File: config.mk
export PLATFORM = sky130hd
export DESIGN_NAME = change_dispenser
export DESIGN_NICKNAME = d
export VERILOG_FILES = /design/src/rtl/change_dispenser.sv
export SDC_FILE = /design/constraint.sdc
export NUM_CORES = 1
export LEC_CHECK = 0
export ABC_AREA = 1
export CORE_MARGIN = 10
export CORE_UTILIZATION = 50
export CTS_BUF_LIST = sky130_fd_sc_hd__clkbuf_4 sky130_fd_sc_hd__clkbuf_8
export DETAILED_ROUTE_END_ITERATION = 10
export PLACE_DENSITY = 0.88
export SLEW_MARGIN = 15
export SYNTH_ARGS = -nofsm -noshare
export SYNTH_HDL_FRONTEND = slang
export SYNTH_SLANG_ARGS = --single-unit
File: constraint.sdc
create_clock -name clk -period 2.67 [get_ports clk]
set_input_delay 0.534 -clock clk [delete_from_list [all_inputs] [get_ports clk]]
set_output_delay 0.534 -clock clk [all_outputs]
set_load 0.1 [all_outputs]
File: src/rtl/change_dispenser.sv
// Change dispenser: pays out a latched amount largest-coin-first over a four-phase req/ack ejector handshake.
// Optional ack watchdog enabled by defining CHANGE_ACK_TIMEOUT_EN.
module change_dispenser #(
  parameter int AMT_W  = 8,
  parameter int CNT_W  = 6,
  parameter int ACK_TO = 255
) (
  input  logic             clk,
  input  logic             clr_n,
  input  logic             start,
  input  logic [AMT_W-1:0] change_amt,
  input  logic             q_empty,
  input  logic             d_empty,
  input  logic             n_empty,
  input  logic             eject_ack,
  input  logic             fault_clr,
  output logic             eject_req,
  output logic [1:0]       eject_coin,
  output logic             busy,
  output logic             done,
  output logic             fault,
  output logic [AMT_W-1:0] remaining,
  output logic [CNT_W-1:0] coins_out
);

  typedef enum logic [2:0] {
    S_IDLE     = 3'd0,
    S_SELECT   = 3'd1,
    S_REQ      = 3'd2,
    S_WAIT_LOW = 3'd3,
    S_DONE     = 3'd4,
    S_FAULT    = 3'd5
  } state_t;

  localparam logic [1:0] COIN_N = 2'b00;
  localparam logic [1:0] COIN_D = 2'b01;
  localparam logic [1:0] COIN_Q = 2'b10;

  localparam logic [AMT_W-1:0] VAL_N = AMT_W'(5'd5);
  localparam logic [AMT_W-1:0] VAL_D = AMT_W'(5'd10);
  localparam logic [AMT_W-1:0] VAL_Q = AMT_W'(5'd25);
  localparam logic [CNT_W-1:0] CNT_MAX = {CNT_W{1'b1}};

  function automatic logic [AMT_W-1:0] coin_value(input logic [1:0] coin);
    logic [AMT_W-1:0] val;
    case (coin)
      COIN_N:  val = VAL_N;
      COIN_D:  val = VAL_D;
      COIN_Q:  val = VAL_Q;
      default: val = {AMT_W{1'b0}};
    endcase
    return val;
  endfunction

  state_t           state_r, state_s;
  logic             eject_req_r, eject_req_s;
  logic [1:0]       coin_r, coin_s;
  logic             busy_r, busy_s;
  logic             done_r, done_s;
  logic             fault_r, fault_s;
  logic [AMT_W-1:0] rem_r, rem_s;
  logic [CNT_W-1:0] cnt_r, cnt_s;
  logic             tmo_hit_s;

`ifdef CHANGE_ACK_TIMEOUT_EN
  localparam int TMO_W = (ACK_TO > 1) ? $clog2(ACK_TO) : 1;
  localparam logic [TMO_W-1:0] TMO_LAST = TMO_W'(ACK_TO - 1);

  logic [TMO_W-1:0] tmo_r, tmo_s;

  assign tmo_hit_s = (tmo_r == TMO_LAST);

  // Watchdog count: runs while parked in REQ/WAIT_LOW, restarts on every state entry
  always_comb begin
    tmo_s = {TMO_W{1'b0}};
    if ((state_s == state_r) && ((state_r == S_REQ) || (state_r == S_WAIT_LOW))) begin
      tmo_s = tmo_r + TMO_W'(1'b1);
    end else begin
      tmo_s = {TMO_W{1'b0}};
    end
  end

  // Watchdog counter register
  always_ff @(posedge clk or negedge clr_n) begin
    if (!clr_n) begin
      tmo_r <= {TMO_W{1'b0}};
    end else begin
      tmo_r <= tmo_s;
    end
  end
`else
  assign tmo_hit_s = 1'b0;
`endif

  // Next-state and next-output logic for the dispense sequencer
  always_comb begin
    state_s     = state_r;
    eject_req_s = eject_req_r;
    coin_s      = coin_r;
    fault_s     = fault_r;
    rem_s       = rem_r;
    cnt_s       = cnt_r;
    case (state_r)
      S_IDLE: begin
        if (start) begin
          rem_s   = change_amt;
          cnt_s   = {CNT_W{1'b0}};
          state_s = S_SELECT;
        end else begin
          state_s = S_IDLE;
        end
      end
      S_SELECT: begin
        // Tube flags are only looked at here; a coin in flight is never aborted
        if (rem_r == {AMT_W{1'b0}}) begin
          state_s = S_DONE;
        end else if ((rem_r >= VAL_Q) && !q_empty) begin
          coin_s      = COIN_Q;
          eject_req_s = 1'b1;
          state_s     = S_REQ;
        end else if ((rem_r >= VAL_D) && !d_empty) begin
          coin_s      = COIN_D;
          eject_req_s = 1'b1;
          state_s     = S_REQ;
        end else if ((rem_r >= VAL_N) && !n_empty) begin
          coin_s      = COIN_N;
          eject_req_s = 1'b1;
          state_s     = S_REQ;
        end else begin
          fault_s = 1'b1;
          state_s = S_FAULT;
        end
      end
      S_REQ: begin
        if (eject_ack) begin
          rem_s       = rem_r - coin_value(coin_r);
          cnt_s       = (cnt_r == CNT_MAX) ? cnt_r : cnt_r + CNT_W'(1'b1);
          eject_req_s = 1'b0;
          state_s     = S_WAIT_LOW;
        end else if (tmo_hit_s) begin
          eject_req_s = 1'b0;
          fault_s     = 1'b1;
          state_s     = S_FAULT;
        end else begin
          state_s = S_REQ;
        end
      end
      S_WAIT_LOW: begin
        if (!eject_ack) begin
          state_s = S_SELECT;
        end else if (tmo_hit_s) begin
          fault_s = 1'b1;
          state_s = S_FAULT;
        end else begin
          state_s = S_WAIT_LOW;
        end
      end
      S_DONE: begin
        state_s = S_IDLE;
      end
      S_FAULT: begin
        if (fault_clr) begin
          fault_s = 1'b0;
          rem_s   = {AMT_W{1'b0}};
          state_s = S_IDLE;
        end else begin
          state_s = S_FAULT;
        end
      end
      default: begin
        eject_req_s = 1'b0;
        fault_s     = 1'b0;
        state_s     = S_IDLE;
      end
    endcase
    busy_s = (state_s != S_IDLE);
    done_s = (state_s == S_DONE);
  end

  // State and output registers
  always_ff @(posedge clk or negedge clr_n) begin
    if (!clr_n) begin
      state_r     <= S_IDLE;
      eject_req_r <= 1'b0;
      coin_r      <= 2'b00;
      busy_r      <= 1'b0;
      done_r      <= 1'b0;
      fault_r     <= 1'b0;
      rem_r       <= {AMT_W{1'b0}};
      cnt_r       <= {CNT_W{1'b0}};
    end else begin
      state_r     <= state_s;
      eject_req_r <= eject_req_s;
      coin_r      <= coin_s;
      busy_r      <= busy_s;
      done_r      <= done_s;
      fault_r     <= fault_s;
      rem_r       <= rem_s;
      cnt_r       <= cnt_s;
    end
  end

  assign eject_req  = eject_req_r;
  assign eject_coin = coin_r;
  assign busy       = busy_r;
  assign done       = done_r;
  assign fault      = fault_r;
  assign remaining  = rem_r;
  assign coins_out  = cnt_r;

endmodule

==> reports/metrics.yaml <==
vias_per_cell: 4.99
start_kind: "flop"
clock.fmax_ghz: 0.506
final-setup-viol-count: 0
cts_made_buffers: 3
maxCapViolations: 0
setup_tns_ps: 0
cts_tree: "built"
wl_per_cell_um: 12.8
clk_latency_ps: 320
syn_nets: 246
finClkSkew_ps: 2.71
synth_top_flop_cell: "dfrtp_1"
min_period_ps: 1980
critPathCaptureType: "flop"
hold_path_class: "flop to flop"
area_growth_pct: 23.4
grt_start_max_net_pins: 24
die_w_um: 76.8
antenna_left: 0
worstHoldEndpoint: "fault$_DFFE_PN0P_"
drive_gt1_share_pct: 16.6
gp_routability_congestion: 0.816
hold_violations: 0
num_io_pins: 36
crit_fanout: 4
critPathRequiredTime_ps: 2890
core-area_um2: 3080
grt_pass1_wl_um: 6660
cts.clk_slew.worst_paths_ps: 130
cts-root-buf: "clkbuf_4"
fin_crit_sh_pct: 74.0
via_count: 1511
crit_type: "flop to flop"
post_cts_buffers: 0
drv_slew: 0
max_slew_margin_pct: 77.9
min_from: "fault$_DFFE_PN0P_"
start_util_pct: 52.4
outcome: "complete, no violations"
portBuffers: 35
grt_util_all_layers_pct: 13.2
routed_wl_um: 3880
overflow: 0
yosys_warnings: 0
ys_seq_elements: 23
cts-hold-fix-buffers: 0
avgSynthCellArea_um2: 7.34
yosysSeqAreaShare_pct: 35.7
rsz0062_at_grt: "no"
num_rows: 20
r2r_slack_ps: 690
clock-sinks: 23
syn_area_um2: 1610
dieArea_um2: 5900
whs_path_depth: 2
synthCells: 220
antenna_cells: 0
r2r_start: "eject_coin[0]$_DFFE_PN0P_"
first_pass_iters: 5
drt_iter0_drc: 131
cts-resized-gates: 0
cts_max_path_buffers: 2
antenna_found_initial: 0
hpwl_um: 3030
first_global_vias: 1495
arrival_ps: 2200
synth_edf_count: 0
synthArstFlopShare_pct: 100
drcViolationCount: 0
die_h_um: 76.8
htreeDepth: 1
ys_types: 30
finalNetCount: 286
tightest_slew_ps: 330
rr_endpoint: "remaining[6]$_DFFE_PN0P_"
rr_worst_depth: 12
[cell type report]
cell class	instances	area, um^2
multi-input cells	161	886
clock buffers	4	30.0
repair buffers	37	315
flip-flops and latches	23	576
fillers	282	1090
well taps	44	55.1
inverters	34	130
[worst max-delay path: stages (launching register included)]
cell      delay [ps]
dfrtp_1          420
inv_1             90
ha_1             240
fa_1             450
nand3b_1         180
nand2_1          110
nand2_1           80
nand2_1           60
nand2_1           40
nand3_1           60
nand2_1           50
nand2_1           50
nand2_1           40
[sequential cells by signal (all words and copies together) (netlist names)]
register	count
remaining	8
eject_req	1
done	1
coins_out	6
eject_coin	2
busy	1
fault	1
state_r	3
[placed cells by master (no fill, tap or decap), drive strengths merged, types with 2 or more instances in the layout]
| cell type | count |
|---|---|
| inv | 34 |
| o21a | 3 |
| nand4 | 3 |
| o21ai | 18 |
| nor2 | 23 |
| xor2 | 4 |
| ha | 9 |
| dfrtp | 23 |
| a21oi | 8 |
| nand3b | 3 |
| clkbuf | 4 |
| nand2 | 66 |
| buf | 22 |
| nand3 | 14 |
| a31oi | 2 |
| clkdlybuf4s50 | 15 |
| or2 | 2 |
| o31ai | 2 |
[routing by layer]
layer | routed length [um] | vias to the layer above | GRT usage, %
li1 | - | 787 | -
met1 | 1840 | 682 | 16.4
met4 | 29 | 0 | 2.79
met2 | 1770 | 38 | 21.8
met3 | 234 | 4 | 3.96
met5 | 0 | - | 0
[synthesized netlist by cell type, types with 2 or more instances]
cell type | count | area [um^2]
nor2_4 | 2 | 22.5
xor2_1 | 4 | 35.0
nand3_1 | 14 | 70.1
nor2_1 | 19 | 71.3
dfrtp_1 | 23 | 576
or2_2 | 2 | 12.5
nand2_1 | 63 | 236
o21a_1 | 3 | 22.5
inv_2 | 4 | 15.0
nor2_2 | 2 | 12.5
nand2_2 | 2 | 12.5
o21ai_0 | 9 | 45.0
a21oi_1 | 7 | 35.0
nand4_1 | 3 | 18.8
buf_6 | 2 | 22.5
ha_1 | 9 | 113
inv_1 | 29 | 109
a31oi_1 | 2 | 12.5
o21ai_1 | 7 | 35.0
o31ai_1 | 2 | 15.0
nand3b_1 | 3 | 22.5
[kinds of logic after synthesis]
family,count (synthesis),synth area share (%)
AOI/OAI and AO/OA,35,13.7
xor gates and xnor gates,4,2.17
adders and majority gates,10,8.22
buffers and inverters,36,9.46
DFF,23,35.7
and+or+nand+nor,112,30.8
[worst max-delay path by stage]
stage                              start                        to  slack, ps  cells after the start
6_report       eject_coin[0]$_DFFE_PN0P_  remaining[6]$_DFFE_PN0P_        690                     12
5_1_grt        eject_coin[0]$_DFFE_PN0P_  remaining[6]$_DFFE_PN0P_        480                     12
4_1_cts        eject_coin[0]$_DFFE_PN0P_  remaining[6]$_DFFE_PN0P_        690                     12
3_5_place_dp                   fault_clr  remaining[7]$_DFFE_PN0P_        700                      7
3_3_place_gp                   fault_clr  remaining[7]$_DFFE_PN0P_        750                      7
2_1_floorplan  eject_coin[0]$_DFFE_PN0P_  remaining[6]$_DFFE_PN0P_        140                     12
[through the flow]
step / hold slack, ps / cells / cell area (um^2) / util (%) / worst slack, ps
6_report: 523 / 303 / 1990 / 64.7 / 693
5_1_grt: 558 / 303 / 1990 / 64.7 / 482
4_1_cts: 528 / 303 / 1990 / 64.7 / 690
3_5_place_dp: 509 / 299 / 1960 / 63.7 / 695
3_3_place_gp: 503 / 299 / 1960 / 63.7 / 752
2_1_floorplan: 238 / 220 / 1610 / - / 136
Power is not shown: default switching activity piles up to over one toggle a cycle in this logic, so the estimate is an artifact.
